==> src/rtl/alu_sched_pkg.sv <==
// Shared constants for the ALU operation scheduler: opcodes, FSM states, requester count.
// Used by alu_core and alu_op_scheduler.
package alu_sched_pkg;

   localparam int unsigned NUM_REQ = 2;

   localparam logic [1:0] OP_AND = 2'b00;
   localparam logic [1:0] OP_OR  = 2'b01;
   localparam logic [1:0] OP_ADD = 2'b10;
   localparam logic [1:0] OP_SUB = 2'b11;

   typedef enum logic [1:0] {
      IDLE = 2'd0,
      EXEC = 2'd1,
      HOLD = 2'd2
   } state_e;

endpackage

==> src/rtl/alu_core.sv <==
// Combinational N-bit AND/OR/ADD/SUB unit. cout_o is the add carry-out or the subtract
// borrow (a < b unsigned), and is 0 for the bitwise operations.
module alu_core
   import alu_sched_pkg::*;
#(
   parameter int unsigned N = 4
) (
   input  logic [1:0]   op_i,
   input  logic [N-1:0] a_i,
   input  logic [N-1:0] b_i,
   output logic [N-1:0] y_o,
   output logic         cout_o
);

   logic [N-1:0] or_bits;
   logic [N:0]   sum;
   logic [N:0]   diff;

   for (genvar i = 0; i < N; i++) begin : g_or
      assign or_bits[i] = a_i[i] | b_i[i];
   end

   // The extra top bit holds the carry for add and the borrow for subtract.
   assign sum  = {1'b0, a_i} + {1'b0, b_i};
   assign diff = {1'b0, a_i} - {1'b0, b_i};

   always_comb begin
      y_o    = '0;
      cout_o = 1'b0;
      case (op_i)
         OP_AND: y_o = a_i & b_i;
         OP_OR:  y_o = or_bits;
         OP_ADD: begin
            y_o    = sum[N-1:0];
            cout_o = sum[N];
         end
         OP_SUB: begin
            y_o    = diff[N-1:0];
            cout_o = diff[N];
         end
         default: y_o = '0;
      endcase
   end

endmodule

==> src/rtl/alu_op_scheduler.sv <==
// Two-requester round-robin scheduler sharing one ALU: IDLE grants, EXEC computes, HOLD presents.
// Define ALU_OP_SCHEDULER_FLAGS_EN to add the registered zero and carry outputs.
module alu_op_scheduler
   import alu_sched_pkg::*;
#(
   parameter int unsigned N = 4
) (
   input  logic               clk,
   input  logic               rst,
   input  logic               req0,
   input  logic [1:0]         op0,
   input  logic [N-1:0]       a0,
   input  logic [N-1:0]       b0,
   input  logic               req1,
   input  logic [1:0]         op1,
   input  logic [N-1:0]       a1,
   input  logic [N-1:0]       b1,
   output logic [NUM_REQ-1:0] gnt,
   output logic [N-1:0]       res,
   output logic               res_id,
   output logic               res_valid,
`ifdef ALU_OP_SCHEDULER_FLAGS_EN
   output logic               zero,
   output logic               carry,
`endif
   input  logic               res_ready
);

   state_e       state_q, state_d;
   logic         ptr_q, ptr_d;
   logic [1:0]   op_q, op_d;
   logic [N-1:0] a_q, a_d;
   logic [N-1:0] b_q, b_d;
   logic         id_q, id_d;
   logic [N-1:0] res_q, res_d;
   logic         res_id_q, res_id_d;
   logic [N-1:0] alu_y;
   logic         alu_cout;

   alu_core #(.N(N)) u_alu (
      .op_i   (op_q),
      .a_i    (a_q),
      .b_i    (b_q),
      .y_o    (alu_y),
      .cout_o (alu_cout)
   );

   always_ff @(posedge clk or posedge rst) begin
      if (rst) state_q <= IDLE;
      else     state_q <= state_d;
   end

   always_comb begin
      state_d = state_q;
      case (state_q)
         IDLE:    if (req0 || req1) state_d = EXEC;
         EXEC:    state_d = HOLD;
         HOLD:    if (res_ready) state_d = IDLE;
         default: state_d = IDLE;
      endcase
   end

   // ptr_q = 1 favours requester 1 on contention; a lone request wins regardless.
   always_comb begin
      gnt       = '0;
      res_valid = 1'b0;
      case (state_q)
         IDLE: begin
            if (!rst) begin
               if (req0 && (!req1 || !ptr_q)) gnt = 2'b01;
               else if (req1)                 gnt = 2'b10;
            end
         end
         HOLD:    res_valid = 1'b1;
         default: ;
      endcase
   end

   always_comb begin
      ptr_d    = ptr_q;
      op_d     = op_q;
      a_d      = a_q;
      b_d      = b_q;
      id_d     = id_q;
      res_d    = res_q;
      res_id_d = res_id_q;
      if (gnt != '0) begin
         ptr_d = gnt[0];
         id_d  = gnt[1];
         op_d  = gnt[1] ? op1 : op0;
         a_d   = gnt[1] ? a1  : a0;
         b_d   = gnt[1] ? b1  : b0;
      end
      if (state_q == EXEC) begin
         res_d    = alu_y;
         res_id_d = id_q;
      end
   end

   always_ff @(posedge clk or posedge rst) begin
      if (rst) begin
         ptr_q    <= 1'b0;
         op_q     <= '0;
         a_q      <= '0;
         b_q      <= '0;
         id_q     <= 1'b0;
         res_q    <= '0;
         res_id_q <= 1'b0;
      end else begin
         ptr_q    <= ptr_d;
         op_q     <= op_d;
         a_q      <= a_d;
         b_q      <= b_d;
         id_q     <= id_d;
         res_q    <= res_d;
         res_id_q <= res_id_d;
      end
   end

   assign res    = res_q;
   assign res_id = res_id_q;

`ifdef ALU_OP_SCHEDULER_FLAGS_EN
   logic zero_q, zero_d;
   logic carry_q, carry_d;

   always_comb begin
      zero_d  = zero_q;
      carry_d = carry_q;
      if (state_q == EXEC) begin
         zero_d  = (alu_y == '0);
         carry_d = alu_cout;
      end
   end

   always_ff @(posedge clk or posedge rst) begin
      if (rst) begin
         zero_q  <= 1'b0;
         carry_q <= 1'b0;
      end else begin
         zero_q  <= zero_d;
         carry_q <= carry_d;
      end
   end

   assign zero  = zero_q;
   assign carry = carry_q;
`else
   logic unused_cout;
   assign unused_cout = alu_cout;
`endif

endmodule
==> config.mk <==
export PLATFORM = sky130hd
export DESIGN_NAME = alu_op_scheduler
export DESIGN_NICKNAME = d
export VERILOG_FILES = /design/src/rtl/alu_sched_pkg.sv /design/src/rtl/alu_core.sv /design/src/rtl/alu_op_scheduler.sv
export SDC_FILE = /design/constraint.sdc
export NUM_CORES = 1
export LEC_CHECK = 0
export BUFFER_PORTS_ARGS = -buffer_cell sky130_fd_sc_hd__buf_4
export CAP_MARGIN = 20
export CELL_PAD_IN_SITES_DETAIL_PLACEMENT = 1
export CELL_PAD_IN_SITES_GLOBAL_PLACEMENT = 1
export CORE_MARGIN = 2
export CORE_UTILIZATION = 37
export CTS_CLUSTER_SIZE = 20
export DETAILED_ROUTE_END_ITERATION = 6
export PLACE_DENSITY = 0.85
export SLEW_MARGIN = 0
export SYNTH_ARGS = -nofsm -noshare
export SYNTH_HDL_FRONTEND = slang
export SYNTH_SLANG_ARGS = --single-unit
==> constraint.sdc <==
create_clock -name clk -period 2.34 [get_ports clk]
set_input_delay 0.234 -clock clk [delete_from_list [all_inputs] [get_ports clk]]
set_output_delay 0.234 -clock clk [all_outputs]
set_load 0.01 [all_outputs]
# Word-level counts from Yosys, hierarchy flattened
# Index checks and enable logic that the tools add are counted.
# W data, S select, Z words.
# word_totals
regBits	19
inputBits	25
out_inout_bits	8
# op_classes
n_addsub	2
eq_ne	7
n_mux	12
n_bitwise	5
n_reduce_logical	9
# ops
operator	count
$pmux W4 S4	1
$mux W2	7
$mux W4	2
$eq A2 B2 Y1 const B	3
$pmux W2 S3	1
$add A4 B4 Y4	1
$and A4 B4 Y4	1
$eq A2 B1 Y1 const B	2
$logic_not A2 Y1	2
$ne A2 B2 Y1 const B	2
$or A1 B1 Y1	4
$sub A4 B4 Y4	1
$logic_not A1 Y1	2
$logic_or A1 B1 Y1	2
$reduce_and A2 Y1	1
$reduce_bool A2 Y1	1
$logic_and A1 B1 Y1	1
$mux W1	1

# Logic depth before layout (Yosys ltp)
# Gate-level depths: netlist of the first run.
# depth
ltp_word	7
ltp_mapped	10

# Hierarchy
# A second synthesis of the first run with hierarchy kept.
# hier_totals
cells_unflattened	129
hier_area_um2	1286.2
# modules_own_cells
module	n_inst	cells_per_inst	area_per_inst_um2
alu_op_scheduler	1	68	847.1
alu_core	1	61	439.2

# Least setup slack after synthesis of the first run
# OpenSTA, ideal clock, no wires.
# synth_path
path_type	flip-flop to flip-flop
from	reg b_q[0]
to	reg res_q[3], in the netlist res[3]
setup_ps	129
arrival_ps	1881
path_slack_ps	330
stages_incl_launch_ff	11
n_path_buf	0
path_cell_list	dfrtp_1 -> inv_1 -> ha_1 -> nand2_1 -> o21ai_0 -> inv_1 -> ha_1 -> nor2b_1 -> o21a_1 -> a2111oi_4 -> nor3_1
# synth_via
elab_chain_cells	2
elab_cells_between_ends	3
# synth_rtl
item	line	source
from (decl)	alu_op_scheduler.sv:33	logic [N-1:0] b_q, b_d;
from (signal assigned)	alu_op_scheduler.sv:105	b_q <= '0;
from (signal assigned)	alu_op_scheduler.sv:113	b_q <= b_d;
$sub A4 B4 Y4 / $add A4 B4 Y4 (equally long branches)	alu_core.sv:25, alu_core.sv:24	
$pmux W4 S4 (*)	alu_core.sv:30	case (op_i)
to (signal assigned)	alu_op_scheduler.sv:115	res_q <= res_d;
to (decl)	alu_op_scheduler.sv:35	logic [N-1:0] res_q, res_d;
# Mark *: on every way between the ends. The rest lies on a longest branch, timed or not.
# A chain may end at the register's enable or synchronous reset.

# Worst setup path in the final report of the first run
# layout_path
from	reg b_q[1]
to	reg res_q[3], in the netlist res[3]
# Same word-level chain as after synthesis.

==> metrics.md, run 1 <==
| Metric | Value |
|---|---|
| Outcome | `finished clean` |
| Starting density of the core | `39.65%` |
| Resize count post-CTS | `0` |
| Pwr per Cell Area | `1341 mW/mm2` |
| Slew @ Worst Pin | `0.7312 ns` |
| Reg clk slew, reported paths | `0.11 ns` |
| Final setup violation count | `0` |
| Net count reported at finish | `190` |
| DR WL/cell | `15.40 um` |
| Number of antenna violations at the first check in global routing | `0` |
| Leading area contributor after synthesis | `dfrtp_1` |
| Final Instance Area | `0.001408 mm2` |
| Routed Antenna Nets | `0` |
| Slew margin rel. | `51.20%` |
| First-pass GRT wire length | `4988 um` |
| Worst EP required | `2.53 ns` |
| Setup Skew | `0.007322 ns` |
| Tcrit/Tclk final | `92.45%` |
| Final slew viol count | `0` |
| Post-synth EDFFs | `0` |
| Die area | `0.003461 mm2` |
| Drt pass-1 iters | `4` |
| Dominant cells by area after synthesis | `dfrtp_1, nand2_1, a22oi_1` |
| Share of layout cells above drive strength 1 | `25.48%` |
| Layout area overhead | `26.55%` |
| CP Launch Type | `register` |
| Vias in the first global route | `1084` |
| TritonCTS clock tree | `done` |
| Core area | `0.002805 mm2` |
| Combined area of the multi-input logic cells | `578.1 um2` |
| I/O Buffers | `32` |
| R2r startpoint | `b_q[1]$_DFFE_PP0P_` |
| GPL Wtd Cong | `0.8413` |
| Count of different cell masters after synthesis | `27` |
| Setup Buffers After CTS | `0` |
| Cells after Synth | `123` |
| Reg2reg path depth | `10` |
| Root buffer cell | `clkbuf_4` |
| Seq/Total Area, Yosys | `42.74%` |
| Initial DRC Count | `12` |
| Die W | `58.83 um` |
| Flops & latches, synth | `19` |
| Yosys warns | `0` |
| Hpwl dp | `2358 um` |
| Yosys top cell area share | `42.74%` |
| Setup CP Type | `register to register` |
| Hold-fix buffers at CTS | `0` |
| Vias | `982` |
| Placed Area | `0.001381 mm2` |
| Post-Route WL | `2896 um` |
| Crit. End Element | `register` |
| Fill cells | `346` |
| Register area | `475.5 um2` |
| Avg Synthesized Cell Area | `9.043 um2` |
| F_max | `0.4623 GHz` |
| Reg2reg setup slack | `0.18 ns` |
| Clk buf depth | `2` |
| # rows | `19` |
| TritonCTS buffer count | `3` |
| Setup TNS | `0 ns` |
| Final hold violations | `0` |
| Hold Crit Class | `input pin to async pin` |
| Crit path max fanout | `4` |
| Synthesized area | `0.001112 mm2` |
| # diodes | `0` |
| Final WS setup | `0.1767 ns` |
| Post-Syn Nets | `155` |
| Vias per cell | `5.223` |
| Most common flop cell mapped by yosys | `dfrtp_1` |
| GRT overflow | `0` |
| Ports | `33` |
| Leakage power | `0.7144 nW` |
| Worst skew pair latency | `0.30 ns` |
| Post-synth ARST share | `100.0%` |
| Arr. time, crit path | `2.36 ns` |
| CTS H-tree lvls | `1` |
| Total Routing Usage GR | `19.11%` |
| Vert. Die Dim | `58.83 um` |
| DRC Markers | `0` |
| Worst VDD drop | `496.1 uV` |
| Min Tclk post-route | `2.163 ns` |
| Worst R2R End | `res[3]$_DFFE_PP0N_` |
| RSZ-0062 raised after global routing | `false` |
| Pre-CTS setup slack | `0.1830 ns` |
| Max-Cap Viols | `0` |
| Clk sinks | `19` |
| Largest net degree at the start of global routing | `20` |
[flip-flops by register name (all words and copies together), names as in the netlist]
signal / cells
a_q: 4
b_q: 4
id_q: 1
op_q: 2
ptr_q: 1
res: 4
res_id: 1
state_q: 2
[area by class of cell]
type | instances | share of cell area (%)
Tap cell | 31 | 2.756
Inverter | 9 | 2.400
Multi-Input combinational cell | 91 | 41.07
Timing Repair Buffer | 34 | 18.13
Sequential cell | 19 | 33.78
Clock buffer | 4 | 1.867
[placed cells by master, fill, tap and decap left out]
cell type	count
nor2_1	5
xor2_1	1
maj3_1	2
a21oi_1	6
nor3_1	4
xnor2_1	2
or3_4	1
buf_4	34
clkbuf_1	1
and2_4	1
nor2b_1	1
inv_1	9
clkbuf_4	3
o2111a_1	1
a21o_1	1
o21a_1	1
fa_1	1
nand2_1	28
dfrtp_1	19
ha_1	6
a22oi_1	10
o21ai_1	2
o21ai_0	8
o21bai_1	1
nand2b_1	6
and3_1	2
a2111oi_4	1
[worst max-delay path by stage]
stage                     cells past startpoint          startpoint  slack [ns]            endpoint
after floorplan                              10  b_q[0]$_DFFE_PP0P_        0.33  res[3]$_DFFE_PP0N_
after global placement                       10  b_q[0]$_DFFE_PP0P_        0.27  res[3]$_DFFE_PP0N_
after detailed placement                     10  b_q[1]$_DFFE_PP0P_        0.18  res[3]$_DFFE_PP0N_
after CTS                                    10  b_q[1]$_DFFE_PP0P_        0.17  res[3]$_DFFE_PP0N_
after global routing                         10  b_q[0]$_DFFE_PP0P_        0.02  res[3]$_DFFE_PP0N_
final                                        10  b_q[1]$_DFFE_PP0P_        0.18  res[3]$_DFFE_PP0N_
[routing by layer]
metal / vias up / part of all wire (%) / wire, um / global-route usage [%]
li1: 485 / - / - / -
met1: 463 / 45 / 1305 / 25.24
met2: 26 / 49 / 1424 / 31.59
met3: 8 / 3.3 / 95 / 2.857
met4: 0 / 2.4 / 70 / 7.143
met5: - / 0 / 0 / 0
[Yosys cell counts (2+ instances only)]
library cell and number:
dfrtp_1 19, nor3_1 4, nand2_1 28, a21oi_1 6, buf_2 2, ha_1 6
o21ai_0 8, a22oi_1 10, nand2b_1 6, maj3_1 2, and3_1 2, xnor2_1 2
inv_1 9, o21ai_1 2, nor2_1 5
[kinds of logic (layout without fill, tap and decap cells)]
| group | count (synthesis) | count (layout) | synth area share [%] |
|---|---|---|---|
| AND/OR/NAND/NOR | 48 | 48 | 19.80 |
| AO/OA/AOI/OAI | 31 | 31 | 19.46 |
| XOR/XNOR | 3 | 3 | 2.363 |
| flip-flops | 19 | 19 | 42.75 |
| buffers and inverters | 13 | 47 | 5.286 |
| adder cells (fa/ha/maj) | 9 | 9 | 10.35 |
[power breakdown]
part	total, mW	internal, mW	switching, mW
Combinational	1.10	0.504	0.594
Clock	0.171	0.0664	0.105
Sequential	0.618	0.483	0.134
Total	1.89	1.05	0.833
[through the flow]
| step | hold WS (ns) | util (%) | instances | power, mW |
|---|---|---|---|---|
| final | 0.04980 | 50.18 | 188 | 1.887 |
| after global routing | 0.1024 | 50.18 | 188 | 2.062 |
| after CTS | 0.08029 | 50.18 | 188 | 1.903 |
| after detailed placement | 0.4125 | 49.24 | 184 | 1.729 |
| after global placement | 0.3964 | 49.24 | 184 | 1.643 |
| after floorplan | 0.1851 | - | 123 | 1.379 |
[worst max-delay path, stage by stage (launching register included)]
cell,delay (ns)
dfrtp_1,0.44
inv_1,0.09
ha_1,0.28
nand2_1,0.04
o21ai_0,0.13
inv_1,0.08
ha_1,0.28
nor2b_1,0.13
o21a_1,0.20
a2111oi_4,0.32
nor3_1,0.08
Power figures use the tool's default switching activity.
==> run 2, diff against run 1 <==
--- a/config.mk
+++ b/config.mk
@@ -5,15 +5,16 @@
 export SDC_FILE = /design/constraint.sdc
 export NUM_CORES = 1
 export LEC_CHECK = 0
+export ABC_AREA = 1
 export BUFFER_PORTS_ARGS = -buffer_cell sky130_fd_sc_hd__buf_4
 export CAP_MARGIN = 20
 export CELL_PAD_IN_SITES_DETAIL_PLACEMENT = 1
 export CELL_PAD_IN_SITES_GLOBAL_PLACEMENT = 1
 export CORE_MARGIN = 2
-export CORE_UTILIZATION = 37
+export CORE_UTILIZATION = 38
 export CTS_CLUSTER_SIZE = 20
 export DETAILED_ROUTE_END_ITERATION = 6
-export PLACE_DENSITY = 0.85
+export PLACE_DENSITY = 0.86
 export SLEW_MARGIN = 0
 export SYNTH_ARGS = -nofsm -noshare
 export SYNTH_HDL_FRONTEND = slang
==> run 2 against run 1 <==
Cell area increased by 7.4%. Combinational power up 6%. Final cell count grew 18%. Critical path depth increased by 1. Total power up 5.3%. Clock skew increased by 0.0018 ns. Critical path type unchanged. Largest power group unchanged.
==> metrics.md, run 2 <==
| Metric | Value |
|---|---|
| Outcome | `finished clean` |
| Slew margin rel. | `48.97%` |
| Root buffer cell | `clkbuf_4` |
| Slowest stage cell on the critical path | `dfrtp_1` |
| Hold-fix buffers at CTS | `0` |
| Worst EP required | `2.58 ns` |
| Reg2reg path depth | `11` |
| Leading cell type in the layout, fill and taps excluded | `buf_4` |
| Vias per cell | `4.919` |
| Setup CP Type | `register to register` |
| Seq/Total Area, Yosys | `38.93%` |
| Hold Crit Class | `input pin to async pin` |
| Worst R2R End | `res[3]$_DFFE_PP0N_` |
| Final slew viol count | `0` |
| Starting density of the core | `40.00%` |
| GPL Wtd Cong | `0.8468` |
| TritonCTS clock tree | `done` |
| Setup Buffers After CTS | `0` |
| Leading area contributor after synthesis | `dfrtp_1` |
| Flops & latches, synth | `19` |
| CP top delay family | `simple AND/OR/NAND/NOR gates` |
| Most frequent cells in the layout | `buf_4, nand2_1, dfrtp_1, inv_1, nor2_1` |
| Final hold violations | `0` |
| Routed Antenna Nets | `0` |
| Net count reported at finish | `210` |
| Total power | `1.987 mW` |
| F_max | `0.4700 GHz` |
| Avg Synthesized Cell Area | `8.480 um2` |
| TritonCTS buffer count | `3` |
| Crit path max fanout | `9` |
| Total Routing Usage GR | `20.36%` |
| Vias | `1087` |
| Reg2reg setup slack | `0.21 ns` |
| Initial DRC Count | `8` |
| Final WS setup | `0.2125 ns` |
| Largest net degree at the start of global routing | `20` |
| CP Launch Type | `register` |
| I/O Buffers | `32` |
| Post-Syn Nets | `176` |
| Yosys warns | `0` |
| Arr. time, crit path | `2.37 ns` |
| Share of layout cells above drive strength 1 | `36.16%` |
| Ports | `33` |
| Worst Hold Slack | `0.07743 ns` |
| Layout area overhead | `23.77%` |
| # diodes | `0` |
| CP peak stage delay | `0.53 ns` |
| Final Instance Area | `0.001511 mm2` |
| Worst skew pair latency | `0.31 ns` |
| Post-Route WL | `3281 um` |
| Die W | `60.69 um` |
| Buf+Inv Stages, Crit Path | `2` |
| Count leader, synth | `nand2_1` |
| DR WL/cell | `14.85 um` |
| Max-Cap Viols | `0` |
| Clk buf depth | `2` |
| Final setup violation count | `0` |
| Cells after Synth | `144` |
| # rows | `20` |
| Pwr per Cell Area | `1315 mW/mm2` |
| Setup Skew | `0.009079 ns` |
| Worst VDD drop | `439.5 uV` |
| Hpwl dp | `2723 um` |
| Setup TNS | `0 ns` |
| Synthesized area | `0.001221 mm2` |
| Drt pass-1 iters | `4` |
| Yosys top cell area share | `38.93%` |
| Resize count post-CTS | `0` |
| R2r startpoint | `op_q[1]$_DFFE_PP0P_` |
| Die area | `0.003683 mm2` |
| Dominant cells by area after synthesis | `dfrtp_1, nand2_1, ha_1` |
| Min Tclk post-route | `2.128 ns` |
| Crit path from | `op_q[1]$_DFFE_PP0P_` |
| Most common flop cell mapped by yosys | `dfrtp_1` |
| Placed Area | `0.001485 mm2` |
| Vert. Die Dim | `60.69 um` |
| Post-synth EDFFs | `0` |
| Reg clk slew, reported paths | `0.12 ns` |
| DRC Markers | `0` |
| Slew @ Worst Pin | `0.7646 ns` |
| Core area | `0.003053 mm2` |
| Clk sinks | `19` |
| Vias in the first global route | `1201` |
| Tcrit/Tclk final | `90.92%` |
| Crit. End Element | `register` |
| Post-synth ARST share | `100.0%` |
| CP endpoint | `res[3]$_DFFE_PP0N_` |
| Synth cell count leaders | `nand2_1, dfrtp_1, inv_1` |
| Critical path depth | `11` |
| GRT overflow | `0` |
| First-pass GRT wire length | `5457 um` |
| CTS H-tree lvls | `1` |
| Crit-path cells | `nand2_1, o21ai_0, inv_1, ha_1, nand2_1, nor2_1, nor2_1, inv_1, nand2_1, nand3_1, a21oi_1` |
| Leakage power | `0.7767 nW` |
| Most used cell, CP | `nand2_1` |
| RSZ-0062 raised after global routing | `false` |
| Number of antenna violations at the first check in global routing | `0` |
| Count of different cell masters after synthesis | `27` |
| Pre-CTS setup slack | `0.2609 ns` |
## run 2: cell types whose count changed after synthesis, moves of 3 or more
cell	change
a21oi_1	-3
a22oi_1	-10
inv_1	+9
inv_2	+5
nand2_2	+11
nand2b_1	-6
nand3_1	+8
nand3_2	+3
nor2_1	+8
nor3_1	-3
o211ai_2	+6
## run 2: per-layer routing
layer  part of all wire (%)  global-route usage (%)  vias up
li1                       -                       -      528
met1                     41                   24.07      530
met2                     54                   37.33       23
met3                    3.3                   3.412        6
met4                    1.2                   6.522        0
met5                      0                       0        -
## run 2: worst min path at each step
stage	startpoint	to	slack, ns	cells past startpoint
floorplan	rst	a_q[0]$_DFFE_PP0P_	0.19	1
global placement	rst	ptr_q$_DFFE_PP0P_	0.43	2
detailed placement	res_ready	state_q[1]$_DFFE_PP0P_	0.44	2
CTS	rst	b_q[3]$_DFFE_PP0P_	0.1	2
global route	res_ready	state_q[1]$_DFFE_PP0P_	0.10	2
finish	rst	b_q[3]$_DFFE_PP0P_	0.08	2
## run 2: final cells by class
class	instances	area, um2
Fill cell	382	1541
Multi-Input combinational cell	99	628.1
Sequential cell	19	475.5
Timing Repair Buffer	32	240.2
Inverter	23	86.33
Tap cell	44	55.05
Clock buffer	4	26.28
## run 2: cell families (layout without fill, tap and decap cells)
group | count (synthesis) | in the layout | synth area share (%)
buffers and inverters | 26 | 59 | 9.630
adder cells (fa/ha/maj) | 7 | 7 | 7.787
XOR/XNOR | 2 | 2 | 1.435
AND/OR/NAND/NOR | 67 | 67 | 27.66
AO/OA/AOI/OAI | 23 | 23 | 14.55
flip-flops | 19 | 19 | 38.93
## run 2: metrics by stage
step / instances / util (%)
floorplan: 144 / -
global placement: 217 / 48.65
detailed placement: 217 / 48.65
CTS: 221 / 49.51
global route: 221 / 49.51
finish: 221 / 49.51
## run 2: power breakdown
group          leakage (nW)  internal (mW)  total [mW]  switching (mW)
Combinational         0.531          0.491        1.17           0.675
Clock                0.0150         0.0665       0.176           0.109
Sequential            0.230          0.490       0.645           0.155
==> run 3, diff against run 2 <==
--- a/config.mk
+++ b/config.mk
@@ -14,7 +14,7 @@
 export CORE_UTILIZATION = 38
 export CTS_CLUSTER_SIZE = 20
 export DETAILED_ROUTE_END_ITERATION = 6
-export PLACE_DENSITY = 0.86
+export PLACE_DENSITY_LB_ADDON = 0.1
 export SLEW_MARGIN = 0
 export SYNTH_ARGS = -nofsm -noshare
 export SYNTH_HDL_FRONTEND = slang
==> run 3 against run 2 <==
Sequential power down 3.4%. Total power down 2.5%. Via count down 1.8%. Hold slack worse by 0.0062 ns. Utilization unchanged. Register-to-register slack better by 0.15 ns. Clock power down 3%. Worst setup slack better by 0.15 ns. Sequential cell count unchanged. Critical path type unchanged. Largest power group unchanged. Highest routed layer unchanged.
==> metrics.md, run 3 (synthesis gave the netlist of run 2 again) <==
| Metric | Value |
|---|---|
| Slew @ Worst Pin | `0.7356 ns` |
| Final slew viol count | `0` |
| Routed Antenna Nets | `0` |
| Initial DRC Count | `40` |
| Tcrit/Tclk final | `84.72%` |
| Layout area overhead | `23.77%` |
| GRT overflow | `0` |
| Setup Skew | `0.005338 ns` |
| Dpl cells | `217` |
| Pwr per Cell Area | `1282 mW/mm2` |
| Final setup violation count | `0` |
| F_max | `0.5045 GHz` |
| Worst Hold Slack | `0.07119 ns` |
| CTS H-tree lvls | `1` |
| Vias in the first global route | `1051` |
| Post-layout util | `49.51%` |
| # diodes | `0` |
| Setup Buffers After CTS | `0` |
| Final WS setup | `0.3577 ns` |
| Most frequent cells in the layout | `buf_4, nand2_1, dfrtp_1, inv_1, nor2_1` |
| Hold Crit Class | `input pin to async pin` |
| Vias | `1067` |
| Root buffer cell | `clkbuf_4` |
| Leakage power | `0.7767 nW` |
| Outcome | `finished clean` |
| Reg clk slew, reported paths | `0.11 ns` |
| TritonCTS clock tree | `done` |
| Total Routing Usage GR | `17.98%` |
| I/O Buffers | `32` |
| Crit-path cells | `nand2_1, o21ai_0, inv_1, ha_1, nand2_1, nor2_1, nor2_1, inv_1, nand2_1, nand3_1, a21oi_1` |
| Post-Route WL | `2767 um` |
| First-pass GRT wire length | `4816 um` |
| Slew margin rel. | `50.91%` |
| Final hold violations | `0` |
| Total power | `1.937 mW` |
| Worst skew pair latency | `0.30 ns` |
| Setup TNS | `0 ns` |
| Clk buf depth | `2` |
| Die W | `60.69 um` |
| Worst VDD drop | `584.9 uV` |
| Ports | `33` |
| Starting density of the core | `40.00%` |
| DR WL/cell | `12.52 um` |
| Final Instance Area | `0.001511 mm2` |
| CP Launch Type | `register` |
| Slowest stage cell on the critical path | `dfrtp_1` |
| Max-Cap Viols | `0` |
| Share of layout cells above drive strength 1 | `36.16%` |
| Clk sinks | `19` |
| GPL Wtd Cong | `0.8785` |
| TritonCTS buffer count | `3` |
| Non-Filler Instances | `221` |
| Crit. End Element | `register` |
| Hold-fix buffers at CTS | `0` |
| CP peak stage delay | `0.49 ns` |
| Leading cell type in the layout, fill and taps excluded | `buf_4` |
| Most used cell, CP | `nand2_1` |
| Pre-CTS setup slack | `0.3714 ns` |
| Worst EP required | `2.57 ns` |
| Drt pass-1 iters | `4` |
| Setup CP Type | `register to register` |
| Crit path max fanout | `9` |
| Resize count post-CTS | `0` |
| Hpwl dp | `2277 um` |
| Largest net degree at the start of global routing | `20` |
| Arr. time, crit path | `2.21 ns` |
| Min Tclk post-route | `1.982 ns` |
| Net count reported at finish | `210` |
| # rows | `20` |
| RSZ-0062 raised after global routing | `false` |
| Die area | `0.003683 mm2` |
| Core area | `0.003053 mm2` |
| Vert. Die Dim | `60.69 um` |
| Vias per cell | `4.828` |
| Placed Area | `0.001485 mm2` |
| DRC Markers | `0` |
| Number of antenna violations at the first check in global routing | `0` |
[run 3: layer usage]
layer | GRT usage [%] | part of all wire [%] | vias up
met2 | 30.88 | 49 | 29
met1 | 23.04 | 45 | 504
met3 | 5.117 | 4.8 | 2
li1 | - | - | 532
met5 | 0 | 0 | -
met4 | 2.795 | 0.69 | 0
[run 3: critical path: cells and delay by family (launching register included)]
family	cells	cell delay, ns
AO/OA/AOI/OAI	2	0.47
adder cells (fa/ha/maj)	1	0.29
buffers and inverters	2	0.15
flip-flops	1	0.49
AND/OR/NAND/NOR	6	0.53
[run 3: cell type report]
type                       instances  area, um2
timing repair buffer              32      240.2
multi-input combinational         99      628.1
sequential                        19      475.5
inverter                          23      86.33
clock buffer                       4      26.28
tap                               44      55.05
fill                             397       1541
[run 3: worst paths after layout]
check	startpoint	endpoint	slack [ns]	depth (start not counted)
hold reg to reg	res[0]$_DFFE_PP0N_	res[0]$_DFFE_PP0N_	0.50	2
max in group asynchronous	rst	b_q[1]$_DFFE_PP0P_	1.80	2
min in group clk	res_ready	state_q[1]$_DFFE_PP0P_	0.11	2
setup / recovery	op_q[1]$_DFFE_PP0P_	res[3]$_DFFE_PP0N_	0.36	11
setup reg to reg	op_q[1]$_DFFE_PP0P_	res[3]$_DFFE_PP0N_	0.36	11
hold / removal	rst	state_q[0]$_DFFE_PP0P_	0.07	2
[run 3: power breakdown]
part / internal, mW / switching [mW] / total [mW]
clock: 0.0664 / 0.104 / 0.170
sequential: 0.490 / 0.132 / 0.623
combinational: 0.489 / 0.656 / 1.14
